[config.mk]
export PLATFORM = sky130hd
export DESIGN_NAME = ex_muldiv_unit
export DESIGN_NICKNAME = d
export VERILOG_FILES = /design/src/rtl/ex_muldiv_unit.sv
export SDC_FILE = /design/constraint.sdc
export NUM_CORES = 1
export LEC_CHECK = 0
export BUFFER_PORTS_ARGS = -buffer_cell sky130_fd_sc_hd__clkbuf_2
export CAP_MARGIN = 20
export CORE_ASPECT_RATIO = 0.7
export CORE_UTILIZATION = 62
export CTS_CLUSTER_DIAMETER = 150
export DETAILED_ROUTE_END_ITERATION = 7
export GPL_ROUTABILITY_DRIVEN = 0
export PLACE_DENSITY = 0.79
export SYNTH_ARGS = -nofsm -noshare
export SYNTH_HDL_FRONTEND = slang
export SYNTH_SLANG_ARGS = --single-unit
[constraint.sdc]
create_clock -name Clock -period 4.1 [get_ports Clock]
set_input_delay 1.23 -clock Clock [delete_from_list [all_inputs] [get_ports Clock]]
set_output_delay 1.23 -clock Clock [all_outputs]
set_load 0.005 [all_outputs]
[src/rtl/ex_muldiv_unit.sv]
// Iterative multiply/divide unit for the EX stage: mult/multu/div/divu into HI/LO,
// plus mthi/mtlo writes, with a pipeline stall while an operation is in flight.
module ex_muldiv_unit #(
    parameter int WIDTH = 32
) (
    input  logic             Clock,
    input  logic             Reset,
    input  logic             Flush,
    input  logic             Start,
    input  logic [1:0]       Op,
    input  logic [WIDTH-1:0] RS_In,
    input  logic [WIDTH-1:0] RT_In,
    input  logic             WriteHI,
    input  logic             WriteLO,
    input  logic             ReadHiLo,
    output logic             Busy,
    output logic             Done,
    output logic             Stall,
    output logic [WIDTH-1:0] HI_Out,
    output logic [WIDTH-1:0] LO_Out
);

    localparam int CW = (WIDTH > 1) ? $clog2(WIDTH) : 1;
    localparam logic [CW-1:0] LAST_STEP = CW'(WIDTH - 1);

    typedef enum logic [1:0] {
        IDLE = 2'd0,
        RUN  = 2'd1,
        FIX  = 2'd2
    } state_t;

    state_t           state_q;
    logic [1:0]       op_q;
    logic             neg_res_q;
    logic             neg_rem_q;
    logic             div_zero_q;
    logic [WIDTH-1:0] rs_raw_q;
    logic [WIDTH-1:0] a_q;
    logic [WIDTH-1:0] acc_hi_q;
    logic [WIDTH-1:0] acc_lo_q;
    logic [WIDTH-1:0] hi_q;
    logic [WIDTH-1:0] lo_q;
    logic [CW-1:0]    count_q;
    logic             busy_q;
    logic             done_q;

    // Operand preparation: signed ops work on magnitudes and fix the sign at the end.
    logic             signed_op;
    logic             rs_neg;
    logic             rt_neg;
    logic [WIDTH-1:0] rs_mag;
    logic [WIDTH-1:0] rt_mag;

    always_comb begin
        signed_op = ~Op[0];
        rs_neg    = signed_op & RS_In[WIDTH-1];
        rt_neg    = signed_op & RT_In[WIDTH-1];
        rs_mag    = rs_neg ? -RS_In : RS_In;
        rt_mag    = rt_neg ? -RT_In : RT_In;
    end

    // One iteration: mul keeps {acc_hi,acc_lo} as a shifting product whose low half starts
    // as the multiplier; div keeps remainder in acc_hi and shifts quotient bits into acc_lo.
    logic [WIDTH:0]   mul_sum;
    logic [WIDTH:0]   div_diff;
    logic [WIDTH-1:0] step_hi;
    logic [WIDTH-1:0] step_lo;

    always_comb begin
        mul_sum  = {1'b0, acc_hi_q} + (acc_lo_q[0] ? {1'b0, a_q} : '0);
        div_diff = {acc_hi_q, acc_lo_q[WIDTH-1]} - {1'b0, a_q};
        if (op_q[1]) begin
            if (!div_diff[WIDTH]) begin
                step_hi = div_diff[WIDTH-1:0];
                step_lo = {acc_lo_q[WIDTH-2:0], 1'b1};
            end else begin
                step_hi = {acc_hi_q[WIDTH-2:0], acc_lo_q[WIDTH-1]};
                step_lo = {acc_lo_q[WIDTH-2:0], 1'b0};
            end
        end else begin
            step_hi = mul_sum[WIDTH:1];
            step_lo = {mul_sum[0], acc_lo_q[WIDTH-1:1]};
        end
    end

    logic [2*WIDTH-1:0] prod_fix;
    logic [WIDTH-1:0]   quo_fix;
    logic [WIDTH-1:0]   rem_fix;
    logic [WIDTH-1:0]   fix_hi;
    logic [WIDTH-1:0]   fix_lo;

    always_comb begin
        prod_fix = neg_res_q ? -{acc_hi_q, acc_lo_q} : {acc_hi_q, acc_lo_q};
        quo_fix  = neg_res_q ? -acc_lo_q : acc_lo_q;
        rem_fix  = neg_rem_q ? -acc_hi_q : acc_hi_q;
        if (!op_q[1]) begin
            fix_hi = prod_fix[2*WIDTH-1:WIDTH];
            fix_lo = prod_fix[WIDTH-1:0];
        end else if (div_zero_q) begin
            // Divide by zero leaves the dividend in HI and saturates the quotient.
            fix_hi = rs_raw_q;
            fix_lo = '1;
        end else begin
            fix_hi = rem_fix;
            fix_lo = quo_fix;
        end
    end

    always_ff @(posedge Clock) begin
        if (Reset) begin
            state_q    <= IDLE;
            op_q       <= '0;
            neg_res_q  <= 1'b0;
            neg_rem_q  <= 1'b0;
            div_zero_q <= 1'b0;
            rs_raw_q   <= '0;
            a_q        <= '0;
            acc_hi_q   <= '0;
            acc_lo_q   <= '0;
            hi_q       <= '0;
            lo_q       <= '0;
            count_q    <= '0;
            busy_q     <= 1'b0;
            done_q     <= 1'b0;
        end else begin
            done_q <= 1'b0;
            case (state_q)
                IDLE: begin
                    if (Start && !Flush) begin
                        op_q       <= Op;
                        a_q        <= Op[1] ? rt_mag : rs_mag;
                        acc_hi_q   <= '0;
                        acc_lo_q   <= Op[1] ? rs_mag : rt_mag;
                        neg_res_q  <= rs_neg ^ rt_neg;
                        neg_rem_q  <= rs_neg;
                        div_zero_q <= (RT_In == '0);
                        rs_raw_q   <= RS_In;
                        count_q    <= '0;
                        busy_q     <= 1'b1;
                        state_q    <= RUN;
                    end else if (!Flush) begin
                        if (WriteHI) hi_q <= RS_In;
                        if (WriteLO) lo_q <= RS_In;
                    end
                end
                RUN: begin
                    acc_hi_q <= step_hi;
                    acc_lo_q <= step_lo;
                    count_q  <= count_q + 1'b1;
                    if (count_q == LAST_STEP) state_q <= FIX;
                end
                FIX: begin
                    hi_q    <= fix_hi;
                    lo_q    <= fix_lo;
                    busy_q  <= 1'b0;
                    done_q  <= 1'b1;
                    state_q <= IDLE;
                end
                default: begin
                    busy_q  <= 1'b0;
                    state_q <= IDLE;
                end
            endcase
        end
    end

    // Handshake: Start/WriteHI/WriteLO/ReadHiLo are valids from ID/EX and the unit is ready
    // whenever it is not Busy; a valid seen while Busy raises Stall and upstream must hold it.
    assign Stall  = busy_q & (Start | ReadHiLo | WriteHI | WriteLO);
    assign Busy   = busy_q;
    assign Done   = done_q;
    assign HI_Out = hi_q;
    assign LO_Out = lo_q;

endmodule

==> results.toml, run 1 <==
[clock_tree]
clock_latency_ps = 530
clkSinkCount = 205
htree_levels = 1
cts_made_buffers = 22
cts_root_buf = "clkbuf_16"
cts_tree = "done"
cts_resized = 0
holdBufCountCts = 0
cts_setup_buffers = 0
clk_path_buf_depth = 3
clk_pin_slew_ps = 70

[routing]
drc = 0
post_drt_wl_per_cell_um = 24.3
via_per_inst = 7.01
route.met2.wl_um = 24900
drt-met1-wl_um = 25700
highest_layer = "met5"
vias = 19088
antenna_left = 0
met3_length_um = 12200
wirelength_um = 66300
drt_iter0_markers = 3267
drt_pass1_iterations = 8

[power]
switching_share = 0.357
seq_power_share = 0.383
p_sw_mw = 2.08
clkPwrFrac = 0.349
peakVddDrop_v = 0.000222
pwr-share-comb = 0.268
p_int_mw = 3.74
finalPower_mw = 5.82
powerDensity_nw_per_um2 = 315
leakage_nw = 7.56

[synth]
synth-edff-count = 0
syn_avg_cell_area_um2 = 7.27
ys_types = 88
syn_area_um2 = 16800
synthesis.nets = 2451
synth.largest_area_cell = "dfxtp_1"
synth_ff_type = "dfxtp_1"
yosysTopAreaCellShare = 0.245
ys_warn_count = 0
netlist_instances = 2306
synth.area.top_cells = "dfxtp_1 24%, a21oi_1 7.3%, nand2_1 6.5%, xnor2_1 6.2%, ha_1 5.2%"
ys_seq_area_frac = 0.245
synthArstFlopShare = 0
ys_ff_latch = 205

[critical_path]
reg2reg_from = "acc_lo_q[0]"
endpoint_kind = "flip-flop"
crit_path_max_incr_delay_ps = 450
crit_required_ps = 4470
crit_chain = "inv_1 > nor2_1 > ha_1 > and3_1 > a21boi_0 > a2111oi_0 > buf_4 > o31ai_1 > a31oi_1 > o31ai_1 > xor2_1 > a22oi_1 > o21ai_0"
startpoint = "acc_lo_q[0]"
crit_buf_inv = 2
path_class = "reg -> reg"
r2r_slack_ps = 250
cp.arrival_ps = 4220
crit_top_cell = "o31ai_1"
cp-start-kind = "flip-flop"
slowest_stage = "inv_1"
critPathMaxFanout = 13
crit_family = "compound AO/OA/AOI/OAI gates"

[floorplan]
start_util = 0.642
die_w_um = 199
core_area_um2 = 26100
rows = 49
fp.dieH_um = 140
die_area_um2 = 27700
io_pins = 140

[grt]
grt_pass1_vias = 17094
antenna_found_initial = 2
grt_pass1_wl_um = 100000
grt_max_degree = 107
grt_use_total = 0.467
grt.overflow.total = 0

[timing]
fin_crit_ps = 3850
tns_ps = 0
finClkSkew_ps = 12.9
finalHoldViolations = 0
rsz0062_at_grt = "false"
slew_violations = 0
relSlewSlack = 0.216
worst_hold_slack_ps = 446
fmax_mhz = 260
fin_ws_ps = 247
tightest_slew_ps = 1160
final-setup-viol-count = 0
finalCritPeriodShare = 0.940

[cells_and_area]
area_delta_synth_final_pct = 9.93
mostFrequentLayoutCells = "289 x nand2_1, 246 x a21oi_1, 218 x nor2_1"
fin_util = 0.706
finalNonFillerCells = 2722
final_nets = 2494
fin_area_um2 = 18400
final_common_cell = "nand2_1"
layout-drive-gt1-share = 0.119

[min_path]
hp-start = "HI_Out[15]"
hold_path_class = "reg -> reg"

[placement]
dp_cells = 2682
dpl.hpwl_um = 49600
numPortBuffers = 139
place_ws_ps = 330
placedInstanceArea_um2 = 17700

[outcome]
status = "complete, no violations"

[flow_run]
drv_cap = 0
[routing by layer]
metal  GRT usage  up-vias
met3       0.222      293
met5     0.00176        -
met4       0.192        2
li1            -     8453
met2       0.614     1619
met1       0.641     8721
[worst paths after layout]
check | end | cells after the start
hold reg to reg | HI_Out[15] | 2
hold / removal | HI_Out[15] | 2
setup / recovery | acc_hi_q[27] | 13
setup reg to reg | acc_hi_q[27] | 13
[power by group through the flow]
stage	clock [mW]	sequential, mW	combinational [mW]
finish	2.03	2.23	1.56
detailed placement	0	2.26	1.46
CTS	2.01	2.21	1.47
global placement	0	2.25	1.43
floorplan	0	2.19	1.03
global route	2.09	2.23	1.64
[area by class of cell]
| type | instances | area, µm² |
|---|---|---|
| Multi-Input combinational cell | 1841 | 11600 |
| Fill cell | 2238 | 7680 |
| Sequential cell | 205 | 4110 |
| Timing Repair Buffer | 211 | 1260 |
| Clock buffer | 29 | 638 |
| Tap cell | 357 | 447 |
| Inverter | 68 | 255 |
| Clock inverter | 10 | 72.6 |
| Antenna cell | 1 | 2.50 |
[worst reg2reg max path, stage by stage, from the launching register on]
cell and delay (ps):
dfxtp_1 380, inv_1 450, nor2_1 100, ha_1 400, and3_1 200, a21boi_0 290
a2111oi_0 150, buf_4 170, o31ai_1 400, a31oi_1 190, o31ai_1 430, xor2_1 130
a22oi_1 260, o21ai_0 160
[sequential cells by signal, summed over array words and instances (netlist names), 2 cells and up]
signal	cells
state_q	2
acc_lo_q	32
count_q	5
LO_Out	32
HI_Out	32
rs_raw_q	32
acc_hi_q	32
a_q	32
[cells by family (layout without fill, tap and decap cells)]
family	count (synthesis)	count (layout)	share of synthesized area
xor+xnor	182	182	0.0962
simple gates	740	740	0.203
other cells	0	1	0
mux	63	63	0.0377
buf+inv	260	318	0.0625
fa+ha+maj	72	72	0.0546
flops	205	205	0.245
compound gates	784	784	0.302
[cells in the mapped netlist, types with 32 or more instances]
library cell / count
mux2i_1: 61
inv_1: 67
o211ai_1: 34
dfxtp_1: 205
xnor2_1: 119
ha_1: 70
o221ai_1: 35
xor2_1: 62
nand3_1: 36
clkbuf_1: 154
a22oi_1: 32
nor2_1: 220
a211oi_1: 96
o21ai_0: 132
a21o_1: 35
a21oi_1: 246
nand2_1: 289
nor3_1: 32
Power figures use the tool's default switching activity.
==> inputs of run 2 (changes only) <==
==> constraint.sdc (replaced) <==
create_clock -name Clock -period 4.1 [get_ports Clock]
set_input_delay 0.205 -clock Clock [delete_from_list [all_inputs] [get_ports Clock]]
set_output_delay 0.205 -clock Clock [all_outputs]
set_load 0.005 [all_outputs]
==> results.toml, run 2 (synthesized netlist as in run 1, its figures left out) <==
[outcome]
status = "finished with violations"
violations = "design-rule violations"

[routing]
antenna_left = 0
via_per_inst = 7.05
wirelength_um = 65800
drt_pass1_iterations = 8
post_drt_wl_per_cell_um = 24.3
vias = 19078
drt_iter0_markers = 3335
drc = 22

[cells_and_area]
n_fill_cell = 2194
finalNonFillerCells = 2706
mostFrequentLayoutCells = "289 x nand2_1, 246 x a21oi_1, 218 x nor2_1"
fin_area_um2 = 18300
antennaDiodeCount = 0
final_common_cell = "nand2_1"
area_delta_synth_final_pct = 9.28
final_nets = 2479
layout-drive-gt1-share = 0.112

[power]
switching_share = 0.351
finalPower_mw = 5.94
pwr-share-comb = 0.269
p_int_mw = 3.85
peakVddDrop_v = 0.000254
powerDensity_nw_per_um2 = 324
seq_power_share = 0.370
p_sw_mw = 2.09
leakage_nw = 7.50
clkPwrFrac = 0.361

[critical_path]
crit_buf_inv = 2
crit_family = "compound AO/OA/AOI/OAI gates"
critPathMaxFanout = 22
crit_chain = "inv_1 > buf_4 > nor2_1 > ha_1 > nand2_1 > o211ai_1 > a2111oi_1 > o31ai_1 > a31oi_1 > o31ai_1 > a41oi_1 > a211o_1 > a21oi_1"
cp.arrival_ps = 4420
cp-start-kind = "flip-flop"
crit_top_cell = "o31ai_1"
reg2reg_from = "acc_lo_q[0]"
endpoint_kind = "flip-flop"
crit_path_max_incr_delay_ps = 570
startpoint = "acc_lo_q[0]"
crit_required_ps = 4570
slowest_stage = "o31ai_1"
path_class = "reg -> reg"

[timing]
tns_ps = 0
fin_crit_ps = 3960
slew_violations = 0
finClkSkew_ps = 19.5
rsz0062_at_grt = "false"
final-setup-viol-count = 0
fin_ws_ps = 144
finalHoldViolations = 0
tightest_slew_ps = 1090
fmax_mhz = 253
finalCritPeriodShare = 0.965
relSlewSlack = 0.276

[placement]
dp_cells = 2665
place_ws_ps = 389
dpl.hpwl_um = 48700
numPortBuffers = 139
placedInstanceArea_um2 = 17600

[clock_tree]
htree_levels = 1
cts_setup_buffers = 0
clock_latency_ps = 540
cts_tree = "done"
clk_path_buf_depth = 3
clkSinkCount = 205
cts_made_buffers = 23
clk_pin_slew_ps = 70
cts_root_buf = "clkbuf_16"

[floorplan]
die_w_um = 199
fp.dieH_um = 140
die_area_um2 = 27700
io_pins = 140
core_area_um2 = 26100
rows = 49
start_util = 0.642

[grt]
grt_pass1_wl_um = 97700
grt.overflow.total = 0
grt_use_total = 0.458
grt_max_degree = 104
grt_pass1_vias = 16739
antenna_found_initial = 0

[flow_run]
drv_cap = 0

[min_path]
hold_path_class = "in -> reg"
hp-start = "RS_In[30]"
-- run 2: final timing paths --
check                           slack (ps)  depth (start not counted)            to
worst max-delay path                   140                         13  acc_hi_q[31]
worst min register to register         440                          2    HI_Out[15]
worst max register to register         140                         13  acc_hi_q[31]
worst min-delay path                    20                          3  rs_raw_q[30]
-- run 2: stage by stage --
step | utilization | hold WS, ps
after floorplan | - | 341
after global placement | 0.673 | 437
after detailed placement | 0.673 | 439
after CTS | 0.702 | 3.16
after global routing | 0.702 | 28.1
final | 0.702 | 21.2
-- run 2: worst register-to-register path, delay by kind of cell, from the launching register on --
kind	cells	cell delay, ps
simple gates	2	250
fa+ha+maj	1	410
buf+inv	2	650
compound gates	8	2220
flops	1	380
-- run 2: layer usage --
| layer | GRT usage | wire length (µm) |
|---|---|---|
| met5 | 0 | 49 |
| met3 | 0.212 | 12500 |
| met1 | 0.634 | 25300 |
| met4 | 0.181 | 3270 |
| met2 | 0.603 | 24700 |
-- run 2: cell type report --
class                   instances  area [µm²]  share of cell area
clock buffers                  30         632              0.0345
clock inverters                10         114             0.00621
inverters                      68         255              0.0139
multi-input cells            1841       11700               0.636
flip-flops and latches        205        4110               0.224
well taps                     357         447              0.0244
repair buffers                195        1120              0.0612
-- run 2: repair_timing --
action / CTS / global route
endpoints found under the hold margin: 1 / 0
resized for setup: 0 / 1
hold buffers: 1 / 0
endpoints found under the setup margin: 0 / 1
-- run 2: power groups by stage --
stage | sequential (mW) | clock, mW | combinational [mW]
global route | 2.20 | 2.19 | 1.68
detailed placement | 2.23 | 0 | 1.50
floorplan | 2.19 | 0 | 1.03
CTS | 2.18 | 2.11 | 1.51
global placement | 2.22 | 0 | 1.47
finish | 2.20 | 2.14 | 1.60
